==> src/rtl/fpro_bridge_mr.sv <==
// fpro_bridge_mr: MicroBlaze MCS IO-bus to FPro slot-bus bridge with
// NUM_REGIONS decoded chip-selects and a programmable slave read latency.
// Every access completes with an io_ready pulse, mapped or not.
// Optional feature macro: BRG_BUS_ERR_EN (sticky bus_err flag plus the
// address of the first unmapped access).
module fpro_bridge_mr #(
    parameter logic [31:0] BRG_BASE    = 32'hC000_0000,
    parameter int unsigned NUM_REGIONS = 2,
    parameter int unsigned ADDR_W      = 21,
    parameter int unsigned RD_LAT      = 0
) (
    input  logic                       clk,
    input  logic                       reset,
    input  logic                       io_addr_strobe,
    input  logic                       io_read_strobe,
    input  logic                       io_write_strobe,
    input  logic [3:0]                 io_byte_enable,
    input  logic [31:0]                io_address,
    input  logic [31:0]                io_write_data,
    output logic [31:0]                io_read_data,
    output logic                       io_ready,
    output logic [NUM_REGIONS-1:0]     fp_cs,
    output logic                       fp_wr,
    output logic                       fp_rd,
    output logic [ADDR_W-1:0]          fp_addr,
    output logic [3:0]                 fp_be,
    output logic [31:0]                fp_wr_data,
    input  logic [32*NUM_REGIONS-1:0]  fp_rd_data
`ifdef BRG_BUS_ERR_EN
    ,
    output logic                       bus_err,
    output logic [31:0]                err_addr
`endif
);

    localparam int unsigned SEL_W  = (NUM_REGIONS > 1) ? $clog2(NUM_REGIONS) : 1;
    localparam int unsigned TAG_LO = ADDR_W + SEL_W + 2;
    localparam int unsigned CNT_W  = 4;

    typedef enum logic [1:0] {
        S_IDLE,
        S_ACCESS,
        S_WAIT,
        S_DONE
    } state_t;

    state_t             state;
    logic [SEL_W-1:0]   region;
    logic               hit;
    logic               is_rd;
    logic [CNT_W-1:0]   cnt;

    logic [SEL_W-1:0]       region_c;
    logic                   hit_c;
    logic [NUM_REGIONS-1:0] cs_onehot_c;
    logic [31:0]            sel_data_c;
    logic                   unused_addr_bits;

`ifdef BRG_BUS_ERR_EN
    logic [31:0]        addr_q;
`endif

    // Byte-offset bits are irrelevant to a word-addressed slot bus.
    assign unused_addr_bits = ^io_address[1:0];

    // Decode the live MCS address into region, hit and one-hot select.
    always_comb begin
        region_c    = io_address[ADDR_W+SEL_W+1:ADDR_W+2];
        hit_c       = (io_address[31:TAG_LO] == BRG_BASE[31:TAG_LO])
                      && (32'(region_c) < NUM_REGIONS)
                      && (io_read_strobe || io_write_strobe);
        cs_onehot_c = NUM_REGIONS'(1'b1) << region_c;
    end

    // Read data of the latched region.
    assign sel_data_c = fp_rd_data[32*int'(region) +: 32];

    // Bridge FSM with registered slot-bus and CPU-side outputs.
    always_ff @(posedge clk or posedge reset) begin
        if (reset) begin
            state        <= S_IDLE;
            region       <= '0;
            hit          <= 1'b0;
            is_rd        <= 1'b0;
            cnt          <= '0;
            io_read_data <= 32'h0;
            io_ready     <= 1'b0;
            fp_cs        <= '0;
            fp_wr        <= 1'b0;
            fp_rd        <= 1'b0;
            fp_addr      <= '0;
            fp_be        <= 4'h0;
            fp_wr_data   <= 32'h0;
`ifdef BRG_BUS_ERR_EN
            addr_q       <= 32'h0;
            bus_err      <= 1'b0;
            err_addr     <= 32'h0;
`endif
        end else begin
            fp_wr    <= 1'b0;
            fp_rd    <= 1'b0;
            io_ready <= 1'b0;
            case (state)
                S_IDLE: begin
                    if (io_addr_strobe) begin
                        region     <= region_c;
                        hit        <= hit_c;
                        is_rd      <= io_read_strobe;
                        fp_addr    <= io_address[ADDR_W+1:2];
                        fp_be      <= io_byte_enable;
                        fp_wr_data <= io_write_data;
`ifdef BRG_BUS_ERR_EN
                        addr_q     <= io_address;
`endif
                        if (hit_c) begin
                            fp_cs <= cs_onehot_c;
                            fp_rd <= io_read_strobe;
                            fp_wr <= ~io_read_strobe;
                        end
                        state <= S_ACCESS;
                    end
                end
                S_ACCESS: begin
                    if (hit && is_rd && (RD_LAT > 0)) begin
                        cnt   <= CNT_W'(RD_LAT - 1);
                        state <= S_WAIT;
                    end else begin
                        if (is_rd) begin
                            io_read_data <= hit ? sel_data_c : 32'h0;
                        end
`ifdef BRG_BUS_ERR_EN
                        if (!hit) begin
                            bus_err <= 1'b1;
                            if (!bus_err) begin
                                err_addr <= addr_q;
                            end
                        end else if (bus_err && !is_rd && (region == '0)
                                     && (fp_addr == '0)) begin
                            bus_err <= 1'b0;
                        end
`endif
                        io_ready <= 1'b1;
                        fp_cs    <= '0;
                        state    <= S_DONE;
                    end
                end
                S_WAIT: begin
                    if (cnt == '0) begin
                        io_read_data <= sel_data_c;
                        io_ready     <= 1'b1;
                        fp_cs        <= '0;
                        state        <= S_DONE;
                    end else begin
                        cnt <= cnt - CNT_W'(1);
                    end
                end
                S_DONE: begin
                    state <= S_IDLE;
                end
                default: begin
                    state <= S_IDLE;
                end
            endcase
        end
    end

endmodule

==> config.mk <==
export PLATFORM = sky130hd
export DESIGN_NAME = fpro_bridge_mr
export DESIGN_NICKNAME = d
export VERILOG_FILES = /design/src/rtl/fpro_bridge_mr.sv
export SDC_FILE = /design/constraint.sdc
export NUM_CORES = 1
export LEC_CHECK = 0
export BUFFER_PORTS_ARGS = -buffer_cell sky130_fd_sc_hd__buf_2
export CAP_MARGIN = 10
export CORE_MARGIN = 2
export CORE_UTILIZATION = 40
export CTS_CLUSTER_DIAMETER = 120
export CTS_CLUSTER_SIZE = 28
export DETAILED_ROUTE_END_ITERATION = 16
export MAX_ROUTING_LAYER = met4
export PLACE_DENSITY = 0.82
export SLEW_MARGIN = 30
export SYNTH_ARGS = -nofsm -noshare
export SYNTH_HDL_FRONTEND = slang
export SYNTH_SLANG_ARGS = --single-unit
export TNS_END_PERCENT = 10
==> constraint.sdc <==
create_clock -name clk -period 3.4 [get_ports clk]
set_input_delay 0.68 -clock clk [delete_from_list [all_inputs] [get_ports clk]]
set_output_delay 0.68 -clock clk [all_outputs]
set_load 0.01 [all_outputs]
== Yosys cells after proc, flatten, opt, wreduce, memory -nomap -nowiden ==
Index checks and enable logic that the tools add are counted.

* Register bits after elaboration: 103
* Output and inout port bits: 94

* Add/sub/neg operators: 1
* Eq/ne operators: 8
* Shift operators: 2
* Multiplexer cells: 19
* Bitwise operators: 2
* Reduce and logical (&&, ||, !) cells: 11

{| class="wikitable"
|+ Operators with widths
! operator !! number
|-
| 32-bit two-way mux || 3
|-
| 32-bit case mux with 2 select lines || 1
|-
| 64-bit by 7-bit variable part select with 32-bit output || 1
|-
| 2-bit two-way mux || 5
|-
| 8-bit == test (second input constant) || 1
|-
| 2-bit inequality test (second input constant) || 4
|-
| 2-bit case mux with 4 select lines || 1
|-
| 1-bit two-way mux || 7
|-
| 2-bit case mux with 3 select lines || 1
|-
| 2-bit AND reduction || 3
|-
| 2-bit == test (second input constant) || 2
|-
| 4-bit zero test || 1
|-
| 4-bit AND reduction || 1
|-
| 4-bit by 1-bit subtractor with 4-bit output (second input constant) || 1
|-
| 3-bit AND reduction || 1
|-
| 3-bit nonzero test || 1
|-
| 2-bit by 1-bit == test with 1-bit output (second input constant) || 1
|-
| 2-bit zero test || 1
|-
| 1-bit inverter || 2
|-
| 1-bit case mux with 2 select lines || 1
|-
| 2-bit nonzero test || 1
|-
| 1-bit by 1-bit << shifter with 2-bit output (first input constant) || 1
|-
| 1-bit logical AND || 1
|-
| 1-bit logical OR || 1
|}

== Longest topological paths before layout ==
Gate-level depths: netlist (run 1).

* Word-level depth: 5
* Depth in mapped cells: 7
* Depth with buffers taken out: 6

== Worst setup path before layout (run 1) ==
OpenSTA, ideal clock, no wires.

* Kind: input to register
* From: in io_address[25]
* To: reg fp_cs[1]
* Library setup time: 0.078 ns
* Arrival time: 1.672 ns
* Data required time: 3.322 ns
* Slack: 1.650 ns
* Stages on the path: 4
* Cell sequence: nor4_4 > o211ai_1 > or4_4 > o2bb2ai_1

* Word-level cells in the longest chain between the ends: 4

{| class="wikitable"
|+ Ends and longest elaborated chain
! element !! line !! text
|-
| start, declared || 18 || <nowiki>input logic [31:0] io_address,</nowiki>
|-
| 8-bit == test || 69 || <nowiki>hit_c = (io_address[31:TAG_LO] == BRG_BASE[31:TAG_LO])</nowiki>
|-
| 1-bit logical AND || 71 || <nowiki>&& (io_read_strobe || io_write_strobe);</nowiki>
|-
| 2-bit inequality test (no line) || n/a ||
|-
| 4-bit AND reduction (no line) || n/a ||
|-
| end signal, assigned || 116 || <nowiki>fp_cs <= cs_onehot_c;</nowiki>
|-
| end, declared || 22 || <nowiki>output logic [NUM_REGIONS-1:0] fp_cs,</nowiki>
|}

Every way passes these cells.
A chain may end at the register's enable or synchronous reset.

== Worst setup path in the final report (run 1) ==
* From: reg cnt[0]
* To: reg io_read_data[10]

* Word-level cells in the longest chain between the ends: 3

{| class="wikitable"
|+ Ends and longest elaborated chain
! element !! line !! text
|-
| start, declared || 51 || <nowiki>logic [CNT_W-1:0] cnt;</nowiki>
|-
| start signal, assigned || 125 || <nowiki>cnt <= CNT_W'(RD_LAT - 1);</nowiki>
|-
| start signal, assigned || 154 || <nowiki>cnt <= cnt - CNT_W'(1);</nowiki>
|-
| 4-bit zero test || 148 || <nowiki>if (cnt == '0) begin</nowiki>
|-
| 2-bit inequality test (no line) || n/a ||
|-
| 3-bit AND reduction (no line) || n/a ||
|-
| end signal, assigned || 129 || <nowiki>io_read_data <= hit ? sel_data_c : 32'h0;</nowiki>
|-
| end signal, assigned || 149 || <nowiki>io_read_data <= sel_data_c;</nowiki>
|-
| end, declared || 20 || <nowiki>output logic [31:0] io_read_data,</nowiki>
|}

Every way passes these cells.

==> results of run 1 <==
[layout by cell type, fill, tap and decap left out, types with 2 or more instances in the layout]
cell,Yosys,final
mux2i_1,32,32
clkinv_2,0,2
o2bb2ai_1,2,2
inv_1,8,7
nor2_1,5,4
buf_4,0,2
nand3_1,2,2
ha_1,5,5
nor2_2,1,2
nor3_1,2,2
buf_2,12,228
mux2_2,58,58
o31ai_1,32,32
inv_6,0,3
clkbuf_8,0,11
a21oi_1,2,2
buf_12,0,2
dfrtp_1,103,102
o21ai_0,4,4
nand2_1,41,40
[layer usage]
layer | wire, um | part of all wire, % | GRT usage [%] | vias to the layer above
li1 | - | - | - | 1623
met1 | 3890 | 39 | 18.1 | 1594
met2 | 5360 | 53 | 31.7 | 117
met3 | 628 | 6.3 | 3.50 | 14
met4 | 155 | 1.5 | 6.32 | 0
met5 | 0 | 0 | - | -
[worst paths after layout]
kind / startpoint / end / slack (ps) / cells past startpoint
worst max-delay path: cnt[0] / io_read_data[10] / 1470 / 6
worst min-delay path: reset / io_read_data[3] / 360 / 2
worst max register to register: cnt[0] / io_read_data[10] / 1470 / 6
worst min register to register: io_read_data[16] / io_read_data[16] / 480 / 2
max in group asynchronous: reset / io_read_data[11] / 2310 / 3
min in group clk: io_read_data[16] / io_read_data[16] / 480 / 2
[sequential cells by signal, indices dropped and copies added (netlist names)]
name          flops
region            1
fp_wr_data       32
cnt               4
hit               1
state             2
io_read_data     32
fp_be             4
fp_rd             1
fp_wr             1
is_rd             1
fp_addr          21
io_ready          1
fp_cs             2
[worst reg2reg max path, cell delays in order (launching register included)]
cell      delay, ps
dfrtp_1         390
inv_1            90
ha_1            220
nor3b_4         300
o221ai_4        140
buf_4           320
o31ai_1         360
[cell usage after synthesis (all sizes together), types with 2 or more instances]
library cell | number | share of area, %
dfrtp | 103 | 59
mux2 | 58 | 15
nand2 | 41 | 3.5
mux2i | 32 | 7.3
o31ai | 32 | 5.5
buf | 12 | 1.4
inv | 8 | 0.69
clkbuf | 7 | 0.60
nor2 | 6 | 0.57
ha | 5 | 1.4
o21ai | 4 | 0.46
a21oi | 2 | 0.23
nand3 | 2 | 0.23
nor3 | 2 | 0.23
nor4 | 2 | 0.63
o2bb2ai | 2 | 0.40
[power by group through the flow]
| stage | Combinational, mW | Sequential [mW] | Clock, mW |
|---|---|---|---|
| floorplan | 1.14 | 2.28 | 0 |
| CTS | 2.16 | 2.10 | 0.759 |
| finish | 2.13 | 2.10 | 0.726 |
| global placement | 2.10 | 2.08 | 0 |
| global route | 2.32 | 2.17 | 0.813 |
| detailed placement | 2.16 | 2.13 | 0 |
[stage by stage]
step / power, mW / std cells / util [%] / cell area (sq um) / setup WS, ps
3_3_place_gp: 4.18 / 683 / 52.8 / 5670 / 1460
4_1_cts: 5.03 / 699 / 54.5 / 5860 / 1450
5_1_grt: 5.31 / 699 / 54.5 / 5860 / 1280
2_1_floorplan: 3.42 / 330 / - / 4370 / 16.2
3_5_place_dp: 4.29 / 683 / 52.8 / 5670 / 1380
6_report: 4.96 / 699 / 54.5 / 5860 / 1470
[final cells by class]
type	count	area, sq um	share of cell area [%]
clock buffer	11	151	2.58
clock inverter	5	36.3	0.619
inverter	8	32.5	0.555
multi-input combinational	200	1690	28.8
sequential	103	2580	44.0
tap	140	175	2.99
timing repair buffer	232	1200	20.4
[cell families (layout without fill, tap and decap cells)]
family,count (synthesis),in the layout
buf+inv,27,256
mux,90,90
fa+ha+maj,5,5
xor+xnor,1,1
simple gates,58,58
compound gates,46,46
flops,103,103
==> results.json, run 1 <==
{
  "post_cts.repair.setup_buffers": 0,
  "fmaxAchievable_mhz": 517,
  "cp.arrival_ps": 2180,
  "rsz0062_at_grt": "no",
  "hold_viol": 0,
  "path_class": "flop to flop",
  "synthToLayoutAreaGrowth_pct": 34.2,
  "viasPerCell": 4.79,
  "yosysSeqAreaShare_pct": 59.0,
  "setup.worst_path.end_class": "flop",
  "cts-buffers-inserted": 9,
  "crit_slowest_cell": "dfrtp_1",
  "sw_frac_of_total_pct": 37.8,
  "dieArea_sq_um": 11800,
  "firstDrtPassIters": 5,
  "drive_gt1_share_pct": 56.9,
  "syn_inst": 330,
  "diodes": 0,
  "layout.nets": 696,
  "cts_tree": "done",
  "antenna_found_initial": 0,
  "avgRoutedWirePerCell_um": 14.4,
  "p_per_area_nw_per_um2": 846,
  "crit_required_ps": 3650,
  "ys_ff_latch": 103,
  "power_switching_mw": 1.88,
  "skew_ps": 16.2,
  "min_period_ps": 1930,
  "status": "completed",
  "grt_max_degree": 65,
  "drtIter0Drc": 103,
  "routabilityCongestion": 0.755,
  "die_y_um": 108,
  "synth-compound-area-share_pct": 7.94,
  "grt_overflow": 0,
  "drtAntennaViolNets": 0,
  "p_seq_share_pct": 42.3,
  "ctsHoldBuffers": 0,
  "grt_use_total_pct": 17.2,
  "boundaryPins": 231,
  "cts_root_buf": "clkbuf_8",
  "path_clk_slew_ps": 100,
  "ir_drop_v": 0.000419,
  "syn_area_per_cell_sq_um": 13.2,
  "finalMaxSlewViolations": 0,
  "synth-main-ff-cell": "dfrtp_1",
  "clock_power_share_pct": 14.6,
  "hold_class": "input pin to async pin",
  "fp.coreArea_sq_um": 10700,
  "muxShareOfSynthArea_pct": 22.3,
  "combPwrFrac_pct": 43.0,
  "ys.warnings.count": 0,
  "drcViolationCount": 0,
  "clock_latency_ps": 360,
  "dp_hpwl_um": 7680,
  "vias": 3348,
  "h-tree-depth": 3,
  "syn_nets": 472,
  "synth_simple_gate_area_share_pct": 6.45,
  "relSlewSlack_pct": 37.5,
  "rows": 38,
  "synth_xor_xnor_area_share_pct": 0.201,
  "die_x_um": 108,
  "clock_sinks": 103,
  "start_util_pct": 40.6,
  "leakage_nw": 3.03,
  "synth_edf_count": 0,
  "whs_ps": 363,
  "clk_path_buf_depth": 2,
  "synthArstFlopShare_pct": 100,
  "nFillCells": 942,
  "p_int_mw": 3.08,
  "cts_resized": 0,
  "synth_top_family_by_area": "multiplexers",
  "path_max_fanout": 64,
  "drv_cap": 0,
  "setup_tns_ps": 0,
  "grt_pass1_vias": 3376,
  "critPathTopFamily": "compound AO/OA/AOI/OAI gates",
  "port_buffers": 228,
  "cp_num_buf_inv": 2,
  "setup_viol": 0,
  "synth.distinct_cells": 30,
  "wirelength_um": 10000,
  "worstPathCellList": "inv_1 -> ha_1 -> nor3b_4 -> o221ai_4 -> buf_4 -> o31ai_1",
  "max_stage_delay_ps": 390,
  "period_share_pct": 56.9,
  "start_kind": "flop",
  "synthAdderAreaFrac_pct": 1.43,
  "syn_area_sq_um": 4370,
  "worst_slew_pin_slew_ps": 938,
  "grt_pass1_wl_um": 15500
}
Note: power is estimated with default switching activity, not from simulation.
==> run 2, diff against run 1 <==
clock period = 1.7 ns   (was 3.4 ns; I/O delays follow)
==> run 2 against run 1 <==
  * The flow now finishes with violations (negative setup slack)
  * Count of clock-buffer cells in the layout unchanged
  * Clock power rose by 120%
  * Die area stayed put
  * Routed wire length rose by 8.1%
  * Total power rose by 120%
  * Flip-flop and latch count stayed put
  * Via count is 5.3% higher
  * Global-route usage is 0.89 points higher
  * Cell area increased by 6.9%
  * Core utilization grew 3.8 points
  * Worst setup slack got worse by 1500 ps
  * Register-to-register slack got worse by 1500 ps
  * Largest cell class unchanged
  * Largest power group unchanged
==> results.json, run 2 (synthesized netlist as in run 1, its figures left out) <==
{
  "max_stage_delay_ps": 400,
  "dp_hpwl_um": 7910,
  "setup_viol": 13,
  "period_share_pct": 103,
  "sw_frac_of_total_pct": 37.6,
  "worstPathCellList": "inv_2 -> ha_4 -> nor3b_4 -> buf_6 -> o221ai_4 -> buf_12 -> o31ai_2",
  "antenna_found_initial": 0,
  "drv_cap": 0,
  "relSlewSlack_pct": 67.5,
  "drcViolationCount": 0,
  "combPwrFrac_pct": 48.5,
  "clk_path_buf_depth": 2,
  "worst_slew_pin_slew_ps": 487,
  "firstDrtPassIters": 4,
  "drtIter0Drc": 122,
  "rows": 38,
  "final_cells": 719,
  "clock_power_share_pct": 14.7,
  "p_int_mw": 6.86,
  "die_x_um": 108,
  "cts_root_buf": "clkbuf_8",
  "diodes": 0,
  "setup.worst_path.end_class": "flop",
  "drive_gt1_share_pct": 61.7,
  "vias": 3526,
  "setup_tns_ps": -189,
  "dp_slack_ps": -114,
  "boundaryPins": 231,
  "start_util_pct": 40.6,
  "seq_area_sq_um": 2580,
  "routabilityCongestion": 0.801,
  "layout_commonest_cell": "buf_2",
  "synthToLayoutAreaGrowth_pct": 43.4,
  "status": "complete, but fails checks",
  "p_per_area_nw_per_um2": 1760,
  "placed_cells": 696,
  "clock_sinks": 103,
  "min_period_ps": 1750,
  "grt_max_degree": 46,
  "path_clk_slew_ps": 90,
  "leakage_nw": 3.19,
  "r2r_start": "cnt[0]",
  "violations": "negative setup slack",
  "grt_pass1_wl_um": 16200,
  "wirelength_um": 10800,
  "cts_tree": "done",
  "cp-startpoint": "cnt[0]",
  "cp.arrival_ps": 2000,
  "crit_slowest_cell": "dfrtp_1",
  "crit_required_ps": 1950,
  "avgRoutedWirePerCell_um": 15.1,
  "drtAntennaViolNets": 0,
  "rsz0062_at_grt": "yes",
  "die_y_um": 108,
  "path_class": "flop to flop",
  "grt_pass1_vias": 3415,
  "fmaxAchievable_mhz": 571,
  "min_from": "io_read_strobe",
  "cts-buffers-inserted": 9,
  "ir_drop_v": 0.00102,
  "hold_viol": 0,
  "skew_ps": 6.85,
  "dieArea_sq_um": 11800,
  "fp.coreArea_sq_um": 10700,
  "finalMaxSlewViolations": 0,
  "mostFrequentLayoutCells": "buf_2, dfrtp_1, mux2_2",
  "start_kind": "flop",
  "multi_input_area_sq_um": 1800,
  "grt_overflow": 0,
  "clock_latency_ps": 350,
  "port_buffers": 228,
  "nFillCells": 895,
  "h-tree-depth": 3,
  "viasPerCell": 4.90,
  "path_max_fanout": 16,
  "layout.nets": 716,
  "grt_use_total_pct": 18.1,
  "hold_class": "input pin to flop",
  "top_regs": "fp_wr_data x32, io_read_data x32, fp_addr x21",
  "p_seq_share_pct": 36.8,
  "power_switching_mw": 4.14,
  "fin_ws_ps": -50.3
}
## run 2: layout make-up
| class | count | share of cell area [%] |
|---|---|---|
| Inverter | 8 | 0.539 |
| Clock inverter | 5 | 1.04 |
| Multi-Input combinational cell | 200 | 28.8 |
| Clock buffer | 11 | 2.42 |
| Tap cell | 140 | 2.80 |
| Sequential cell | 103 | 41.2 |
| Timing Repair Buffer | 252 | 23.3 |
## run 2: path summary, 6_finish.rpt
check / end / depth (start not counted) / slack (ps)
min reg2reg: io_read_data[7] / 2 / 480
min in group asynchronous: fp_wr_data[1] / 3 / 560
max reg2reg: io_read_data[13] / 7 / -50
max: io_read_data[13] / 7 / -50
max in group asynchronous: io_read_data[2] / 4 / 570
min: fp_wr / 2 / 180
## run 2: routing by layer
layer  track usage [%]  vias up  routed length (um)
met3              3.13       18                 609
met2              32.8      115                5980
met1              19.7     1731                4060
li1                  -     1662                   -
met5                 -        -                   0
met4              7.23        0                 200
## run 2: what timing repair did
action,CTS,global route
endpoints found under the hold margin,16,0
resized for setup,15,10
hold buffers,1,0
gates cloned,1,2
setup endpoints to repair,34,77
pin swaps,4,0
buffers inserted,2,1
## run 2: critical path, delay by kind of cell (launching register included)
kind	cells	cell delay (ps)
adder cells (fa/ha/maj)	1	130
AND/OR/NAND/NOR	1	210
flip-flops	1	400
buffers and inverters	3	430
AO/OA/AOI/OAI	2	460
## run 2: power by group through the flow
stage / combinational [mW] / sequential, mW / clock [mW]
2_1_floorplan: 2.29 / 4.56 / 0
3_3_place_gp: 4.56 / 4.01 / 0
3_5_place_dp: 4.70 / 4.11 / 0
4_1_cts: 5.04 / 4.06 / 1.66
5_1_grt: 5.75 / 4.19 / 1.78
6_report: 5.34 / 4.05 / 1.61
## run 2: stage by stage
step	hold WS, ps	area, sq um	util [%]	total power [mW]
floorplan	413	4370	-	6.85
global placement	381	5830	54.3	8.57
detailed placement	392	5830	54.3	8.81
CTS	154	6170	57.4	10.8
global route	160	6260	58.3	11.7
finish	181	6260	58.3	11.0
